==> src/rtl/twiddle_sequencer_pkg.sv <==
// Shared definitions for the twiddle sequencer slice.
//  - twiddle_t    : default-width signed twiddle word
//  - seq_state_t  : sequencer control states
//  - sat_neg()    : saturating two's-complement negation for a word of width w
package twiddle_sequencer_pkg;

  localparam int TW_W = 16;

  typedef logic signed [TW_W-1:0] twiddle_t;

  typedef enum logic {
    ST_IDLE = 1'b0,
    ST_RUN  = 1'b1
  } seq_state_t;

  // Negates a sign-extended w-bit value (w <= 31). The only value whose
  // negation does not fit is -2^(w-1); it clamps to 2^(w-1)-1.
  function automatic logic signed [31:0] sat_neg(input logic signed [31:0] x,
                                                 input int unsigned      w);
    logic signed [31:0] hi;
    logic signed [31:0] n;
    hi = (32'sd1 <<< (w - 1)) - 32'sd1;
    n  = -x;
    return (n > hi) ? hi : n;
  endfunction

endpackage

==> src/rtl/twiddle_sequencer_if.sv <==
// Config and twiddle-stream handshake bundle.
//  master : issues config (cfg_val/cfg_stage/cfg_inverse), consumes beats (tw_rdy)
//  slave  : the sequencer; answers cfg_rdy and drives tw_val/tw_real/tw_imag/tw_index/tw_last
interface twiddle_sequencer_if
  import twiddle_sequencer_pkg::*;
#(
  parameter int BIT_WIDTH = 16,
  parameter int SIZE_FFT  = 8
);
  localparam int LOG2_N = $clog2(SIZE_FFT);
  localparam int SW     = (LOG2_N > 1) ? $clog2(LOG2_N) : 1;

  logic                        cfg_val;
  logic                        cfg_rdy;
  logic [SW-1:0]               cfg_stage;
  logic                        cfg_inverse;
  logic                        tw_val;
  logic                        tw_rdy;
  logic signed [BIT_WIDTH-1:0] tw_real;
  logic signed [BIT_WIDTH-1:0] tw_imag;
  logic [LOG2_N-2:0]           tw_index;
  logic                        tw_last;

  modport master (
    output cfg_val, cfg_stage, cfg_inverse, tw_rdy,
    input  cfg_rdy, tw_val, tw_real, tw_imag, tw_index, tw_last
  );

  modport slave (
    input  cfg_val, cfg_stage, cfg_inverse, tw_rdy,
    output cfg_rdy, tw_val, tw_real, tw_imag, tw_index, tw_last
  );

endinterface

==> src/rtl/twiddle_sequencer_index_calc.sv <==
// Combinational sine-table addressing for butterfly k of stage s.
//  k       : butterfly index, 0..N/2-1
//  s       : stage, already clamped to 0..LOG2_N-1
//  idx_sin : table address of sin(angle)
//  idx_cos : table address of cos(angle) = sin(angle + pi/2), wrapped mod N
module twiddle_index_calc
  import twiddle_sequencer_pkg::*;
#(
  parameter int SIZE_FFT = 8
) (
  input  logic [$clog2(SIZE_FFT)-2:0]                                  k,
  input  logic [(($clog2(SIZE_FFT) > 1) ? $clog2($clog2(SIZE_FFT)) : 1)-1:0] s,
  output logic [$clog2(SIZE_FFT)-1:0]                                  idx_sin,
  output logic [$clog2(SIZE_FFT)-1:0]                                  idx_cos
);
  localparam int LOG2_N = $clog2(SIZE_FFT);
  localparam int KW     = LOG2_N - 1;
  localparam int SW     = (LOG2_N > 1) ? $clog2(LOG2_N) : 1;

  logic [KW-1:0] mask;
  logic [KW-1:0] m;
  logic [SW:0]   sh;

  // m*N >> (s+1) equals m << (LOG2_N-1-s) exactly, because m < 2^s.
  // For s = KW the shifted one falls off the top and the subtraction wraps
  // to all ones, which is the wanted full mask.
  always_comb begin
    mask    = (KW'(1) << s) - KW'(1);
    m       = k & mask;
    sh      = (SW+1)'(LOG2_N - 1) - {1'b0, s};
    idx_sin = {1'b0, m} << sh;
    idx_cos = idx_sin + LOG2_N'(SIZE_FFT / 4);
  end

endmodule

==> src/rtl/twiddle_sequencer.sv <==
// Streaming twiddle source for a stage-serial radix-2 FFT.
//  clk, reset   : clock and synchronous active-high reset
//  sine_wave_in : full-period sine table, entry m = sin(2*pi*m/N); hold static while running
//  bus (slave)  : config handshake (cfg_val/cfg_rdy, cfg_stage, cfg_inverse) and the
//                 twiddle stream (tw_val/tw_rdy, tw_real, tw_imag, tw_index, tw_last)
// A config handshake starts a run of N/2 beats in butterfly order; the first beat is
// valid the cycle after the handshake and each accepted beat is replaced on the same edge.
module twiddle_sequencer
  import twiddle_sequencer_pkg::*;
#(
  parameter int BIT_WIDTH  = 16,
  parameter int DECIMAL_PT = 8,
  parameter int SIZE_FFT   = 8
) (
  input  logic                                clk,
  input  logic                                reset,
  input  logic [SIZE_FFT-1:0][BIT_WIDTH-1:0]  sine_wave_in,
  twiddle_sequencer_if.slave                  bus
);
  localparam int LOG2_N = $clog2(SIZE_FFT);
  localparam int KW     = LOG2_N - 1;
  localparam int SW     = (LOG2_N > 1) ? $clog2(LOG2_N) : 1;

  if (SIZE_FFT < 4 || (SIZE_FFT & (SIZE_FFT - 1)) != 0 ||
      DECIMAL_PT >= BIT_WIDTH || BIT_WIDTH > 31) begin : g_bad_params
    $error("twiddle_sequencer: unsupported parameter set");
  end

  seq_state_t                  state;
  logic [SW-1:0]               stage_r;
  logic                        inv_r;
  logic                        cfg_rdy_r;

  logic [SW-1:0]               stage_in;
  logic [KW-1:0]               calc_k;
  logic [SW-1:0]               calc_s;
  logic [LOG2_N-1:0]           idx_sin;
  logic [LOG2_N-1:0]           idx_cos;
  logic                        inv_p0;
  logic signed [BIT_WIDTH-1:0] sin_p0;
  logic signed [BIT_WIDTH-1:0] re_p0;
  logic signed [BIT_WIDTH-1:0] im_p0;
  logic                        last_p0;

  logic                        vld_p1;
  logic signed [BIT_WIDTH-1:0] re_p1;
  logic signed [BIT_WIDTH-1:0] im_p1;
  logic [KW-1:0]               k_p1;
  logic                        last_p1;

  logic                        fire_cfg;
  logic                        fire_tw;

  assign fire_cfg = bus.cfg_val & cfg_rdy_r;
  assign fire_tw  = vld_p1 & bus.tw_rdy;

  // Out-of-range stages fold onto the final stage.
  assign stage_in = (int'(bus.cfg_stage) >= LOG2_N) ? SW'(LOG2_N - 1) : bus.cfg_stage;

  twiddle_index_calc #(
    .SIZE_FFT (SIZE_FFT)
  ) u_index_calc (
    .k       (calc_k),
    .s       (calc_s),
    .idx_sin (idx_sin),
    .idx_cos (idx_cos)
  );

  // ---- p0: next beat, addressed from the incoming config in IDLE and from
  //      the stored config plus the current index while running
  always_comb begin
    if (state == ST_IDLE) begin
      calc_k = '0;
      calc_s = stage_in;
      inv_p0 = bus.cfg_inverse;
    end else begin
      calc_k = k_p1 + KW'(1);
      calc_s = stage_r;
      inv_p0 = inv_r;
    end
    sin_p0  = sine_wave_in[idx_sin];
    re_p0   = sine_wave_in[idx_cos];
    im_p0   = inv_p0 ? sin_p0 : BIT_WIDTH'(sat_neg(32'(sin_p0), BIT_WIDTH));
    last_p0 = &calc_k;
  end

  // ---- p1: control FSM and registered output beat
  always_ff @(posedge clk) begin
    if (reset) begin
      state     <= ST_IDLE;
      stage_r   <= '0;
      inv_r     <= 1'b0;
      cfg_rdy_r <= 1'b1;
      vld_p1    <= 1'b0;
      re_p1     <= '0;
      im_p1     <= '0;
      k_p1      <= '0;
      last_p1   <= 1'b0;
    end else begin
      case (state)
        ST_IDLE: begin
          if (fire_cfg) begin
            state     <= ST_RUN;
            stage_r   <= stage_in;
            inv_r     <= bus.cfg_inverse;
            cfg_rdy_r <= 1'b0;
            vld_p1    <= 1'b1;
            re_p1     <= re_p0;
            im_p1     <= im_p0;
            k_p1      <= calc_k;
            last_p1   <= last_p0;
          end
        end
        ST_RUN: begin
          if (fire_tw) begin
            if (last_p1) begin
              state     <= ST_IDLE;
              cfg_rdy_r <= 1'b1;
              vld_p1    <= 1'b0;
            end else begin
              re_p1   <= re_p0;
              im_p1   <= im_p0;
              k_p1    <= calc_k;
              last_p1 <= last_p0;
            end
          end
        end
        default: state <= ST_IDLE;
      endcase
    end
  end

  assign bus.cfg_rdy  = cfg_rdy_r;
  assign bus.tw_val   = vld_p1;
  assign bus.tw_real  = re_p1;
  assign bus.tw_imag  = im_p1;
  assign bus.tw_index = k_p1;
  assign bus.tw_last  = last_p1;

endmodule

==> src/flat_wrapper.sv <==
// flat-port wrapper written by rule: the top's interface ports become plain ports
module twiddle_sequencer_flat import twiddle_sequencer_pkg::*;
#(
  parameter int BIT_WIDTH  = 16,
  parameter int DECIMAL_PT = 8,
  parameter int SIZE_FFT   = 8
)
  (clk, reset, sine_wave_in, bus_cfg_val, bus_cfg_stage, bus_cfg_inverse, bus_tw_rdy, bus_cfg_rdy, bus_tw_val, bus_tw_real, bus_tw_imag, bus_tw_index, bus_tw_last);
  twiddle_sequencer_if #(.BIT_WIDTH(BIT_WIDTH), .SIZE_FFT(SIZE_FFT)) bus_i ();
  input  logic clk;
  input  logic reset;
  input  logic [SIZE_FFT-1:0][BIT_WIDTH-1:0] sine_wave_in;
  input wire logic [$bits(bus_i.cfg_val)-1:0] bus_cfg_val;
  input wire logic [$bits(bus_i.cfg_stage)-1:0] bus_cfg_stage;
  input wire logic [$bits(bus_i.cfg_inverse)-1:0] bus_cfg_inverse;
  input wire logic [$bits(bus_i.tw_rdy)-1:0] bus_tw_rdy;
  output wire logic [$bits(bus_i.cfg_rdy)-1:0] bus_cfg_rdy;
  output wire logic [$bits(bus_i.tw_val)-1:0] bus_tw_val;
  output wire logic [$bits(bus_i.tw_real)-1:0] bus_tw_real;
  output wire logic [$bits(bus_i.tw_imag)-1:0] bus_tw_imag;
  output wire logic [$bits(bus_i.tw_index)-1:0] bus_tw_index;
  output wire logic [$bits(bus_i.tw_last)-1:0] bus_tw_last;
  assign bus_i.cfg_val = bus_cfg_val;
  assign bus_i.cfg_stage = bus_cfg_stage;
  assign bus_i.cfg_inverse = bus_cfg_inverse;
  assign bus_i.tw_rdy = bus_tw_rdy;
  assign bus_cfg_rdy = bus_i.cfg_rdy;
  assign bus_tw_val = bus_i.tw_val;
  assign bus_tw_real = bus_i.tw_real;
  assign bus_tw_imag = bus_i.tw_imag;
  assign bus_tw_index = bus_i.tw_index;
  assign bus_tw_last = bus_i.tw_last;
  twiddle_sequencer #(.BIT_WIDTH(BIT_WIDTH), .DECIMAL_PT(DECIMAL_PT), .SIZE_FFT(SIZE_FFT)) u_core (.clk(clk), .reset(reset), .sine_wave_in(sine_wave_in), .bus(bus_i));
endmodule
==> config.mk <==
export PLATFORM = sky130hd
export DESIGN_NAME = twiddle_sequencer_flat
export DESIGN_NICKNAME = d
export VERILOG_FILES = /design/src/rtl/twiddle_sequencer_pkg.sv /design/src/rtl/twiddle_sequencer_if.sv /design/src/rtl/twiddle_sequencer_index_calc.sv /design/src/rtl/twiddle_sequencer.sv /design/src/flat_wrapper.sv
export SDC_FILE = /design/constraint.sdc
export NUM_CORES = 1
export LEC_CHECK = 0
export ABC_AREA = 1
export CORE_MARGIN = 2
export CORE_UTILIZATION = 42
export DETAILED_ROUTE_END_ITERATION = 7
export PLACE_DENSITY = 0.79
export SETUP_SLACK_MARGIN = 0.05
export SYNTH_ARGS = -nofsm -noshare
export SYNTH_HDL_FRONTEND = slang
export SYNTH_SLANG_ARGS = --single-unit
==> constraint.sdc <==
create_clock -name clk -period 3.15 [get_ports clk]
set_clock_uncertainty 0.05 [all_clocks]
set_input_delay 0.63 -clock clk [delete_from_list [all_inputs] [get_ports clk]]
set_output_delay 0.63 -clock clk [all_outputs]
set_load 0.03 [all_outputs]
==> run summary <==
STA puts the critical path data required time at 3270 ps. By area the synthesized netlist is led by nand2_1, dfxtp_1, o21ai_0, nand3_1, inv_1. Power spread over the standard cell area amounts to 410 nW/µm². For the die footprint, the log shows 12,400 µm².

The endpoint kind of the worst setup timing path is a register. The most instantiated flip-flop cell in the synthesis netlist is dfxtp_1. The tools report the cell at the root of the clock tree as clkbuf_16. The actual slew at the worst max-slew pin came out at 404 ps. Once detail routing completed, the nets flagged for antenna violations numbered 0.

Each instance of the synthesized netlist takes up on average 5.44 µm². The worst path uses 103% of the clock period. The summed negative setup slack over all endpoints is -1240 ps. Headroom to the max-slew limit came out at 72.8%.

The worst setup slack after layout is -88.9 ps. The maximum ir drop on the vdd rail was 0.000283 V; the ratio of cells with drive above 1 in the final layout was 27.3%. The initialized floorplan defines 39 standard-cell rows.

In the final layout, the multi-input gates occupy 3810 µm². The tools report the total core area as 11,300 µm². The number of non-filler instances in the completed layout was 1,321.

In this run the horizontal extent of the chip is 111 µm. After detailed routing, the average wire length per cell comes to 16.3 µm. For this configuration, the core starts out at a cell density of 42.6%. For the distinct cell type count of the synthesized netlist, the log shows 40.

Counting tap cells, the placed design contains a total of 1,267 instances. Setup repair after global routing could not meet its margin everywhere. The checks that failed: negative setup slack. The number of storage elements in the synthesis netlist was 41; the first-pass iteration count of the detailed router was 6. The tools report the residual DRC count as 0. For this design, the sink count on the clock tree is 41. Counting every net in the synthesized netlist gives 1,028. For the number of pins with negative max-slew slack in the final report, the log shows 0. For the global-route usage over all layers, the log shows 31.7%.

The synthesized design devotes to its leading area cell type 27.8% of total area. Summed over all layers, the global routing overflow is 0. The logs give 2 for the number of H-tree levels and 13,300 µm for the half-perimeter wire length of the detailed placement result. The first global-routing pass estimated 32,800 µm of wire. Of all flip-flops after synthesis, the portion carrying an async set or reset was 0%. TritonCTS built the clock tree.

Summing all flip-flop and latch instances after layout gives 825 µm². In this run the worst path has a maximum fanout of 29. The detailed router finished its first iteration with 741 violations. During placement, the flow inserted port buffers numbering 171.

The number of antenna violations at the first check in global routing is 0. The clock latency reported for the late side of the worst-skew pair is 280 ps. The die is 111 µm tall. Timing would allow up to 309 MHz. The count of flip-flops with a built-in enable after synthesis is 0, and the worst-case clock buffer depth is 2. The type of the worst setup path was input port to register. The repair_antennas step left the layout with diodes totalling 0. Routability-driven placement finished with a final weighted congestion of 0.908. For this run, the number of Yosys warnings is 0. The run gives 4.00 nW as the leakage power total. In this run the count of I/O pins placed on the die edge is 172. The number of clock buffers added by TritonCTS is 5. The worst hold path belongs to the class register to register. The overall via count from detail_route came out at 7,321. The startpoint class of the critical path is an input port. Counting instances in the post-synthesis netlist gives the leading cell types as nand2_1, o21ai_0, inv_1.

Of the synthesized area, sequential elements account for 17.0%. After filler insertion, the fill cell instance count of the layout stands at 803. Data arrival time of the worst path: 3360 ps. The flow ran to the end, but the final reports show violations.

After detailed routing, the number of vias per cell comes to 5.54. The total wire length after detailed routing was 21,500 µm; the synthesis-to-finish area growth was 80.3%. The clock-pin slew of the registers on the worst-case setup and hold paths came out at 60 ps.

The run gives 0 as the number of endpoints with negative hold slack in the final report. The run gives 7,101 as the via count of the first global-routing pass. After synthesis the cells add up to 4830 µm². The final critical path time including I/O delays and setup works out to 3240 ps.

The pin count of the biggest net entering global routing was 54. Synthesis produced 888 cells. The run gives 1,317 as the net count of the finished layout. Across the run, the number of max-cap violations was 0. The synthesized design spends more area on one cell type than any other, namely nand2_1. Setup violations remaining at the end of the flow were counted as 16. In the post-synthesis netlist, the cell with the most instances is nand2_1.
==> flip-flops by register name (all words and copies together) (netlist names) <==
signal / flops
u_core.bus.tw_imag: 16
u_core.bus.tw_real: 16
u_core.bus.tw_index: 2
u_core.stage_r: 2
u_core.bus.cfg_rdy: 1
u_core.bus.tw_last: 1
u_core.bus.tw_val: 1
u_core.inv_r: 1
u_core.state: 1
==> where the power goes <==
part	switching [W]	total, W	leakage, nW	internal, W
sequential	0.0000397	0.000621	0.339	0.000582
clock	0.000226	0.000622	0.0831	0.000396
combinational	0.00124	0.00232	3.58	0.00109
==> repair_timing <==
action / 4_1_cts / 5_1_grt
gates cloned: 7 / 2
setup buffers: 26 / 13
pin swaps: 32 / 41
hold buffers: 0 / 0
setup endpoints to repair: 22 / 16
gates resized for setup: 59 / 72
==> logic make-up after synthesis <==
| group | synth area share (%) |
|---|---|
| fa+ha+maj | 1.30 |
| flops | 17.0 |
| simple gates | 42.2 |
| compound gates | 25.5 |
| buf+inv | 13.6 |
| xor+xnor | 0.363 |
==> worst max-delay path, stage by stage <==
cell and delay, ps:
buf_12 110, inv_16 50, nand3_4 60, nand2_4 100, inv_4 40, ha_4 170
inv_4 60, nand4_4 80, buf_12 160, buf_12 150, o21ai_0 190, nand2_1 150
nand2_1 110, nand3_1 120, nand2_2 120, nand2_2 80, nor2_4 100, nand4_1 170
ha_4 340, nand3_4 130, nand2_8 140, a21oi_2 70
==> layer usage <==
layer | wire [µm] | part of all wire (%) | GRT usage, % | up-vias
met5 | 0 | 0 | 0 | -
met4 | 1150 | 5.3 | 16.5 | 0
met3 | 1810 | 8.4 | 5.03 | 102
met2 | 10500 | 49 | 55.9 | 451
met1 | 7990 | 37 | 36.8 | 3305
li1 | - | - | - | 3463
==> final timing paths <==
kind	start	endpoint	slack, ps	depth (start not counted)
max	bus_cfg_stage[1]	u_core.bus.tw_imag[0]	-90	22
min	u_core.inv_r	u_core.inv_r	410	2
max reg2reg	u_core.state	u_core.bus.tw_imag[0]	-60	21
min reg2reg	u_core.inv_r	u_core.inv_r	410	2
==> final cells by class <==
| cell class | instances | share of cell area [%] |
|---|---|---|
| clock buffers | 6 | 1.60 |
| clock inverters | 2 | 0.431 |
| inverters | 80 | 3.69 |
| multi-input cells | 707 | 43.8 |
| flip-flops and latches | 41 | 9.47 |
| well taps | 143 | 2.06 |
| repair buffers | 342 | 38.9 |
==> layout by cell type, fill, tap and decap left out, drive strengths merged <==
cell and count:
inv 79, o21ai 101, o21bai 20, xnor2 2, a211oi 1, ha 5, bufbuf 2, clkinv 1
a21oi 51, nand3 72, clkbuf 8, nand2 367, or2 1, a21boi 1, a41oi 3, nand3b 1
a31oi 7, o221ai 1, a22o 7, dfxtp 41, clkinvlp 1, o22ai 12, bufinv 1, nor2 46
buf 169, a221oi 4, clkdlybuf4s50 169, nand4 2, nor3 3
==> per-stage QoR <==
step / total power, W / utilization, % / hold WS, ps / cell area (µm²) / setup WS (ps)
2_1_floorplan: 0.00167 / - / 379 / 4960 / -9.18
4_1_cts: 0.00337 / 74.0 / 407 / 8370 / -22.3
3_3_place_gp: 0.00247 / 67.0 / 386 / 7580 / -846
6_report: 0.00357 / 76.9 / 411 / 8700 / -88.9
5_1_grt: 0.00375 / 76.9 / 444 / 8700 / -238
3_5_place_dp: 0.00249 / 67.0 / 398 / 7580 / -973
Note: power is estimated with default switching activity, not from simulation.
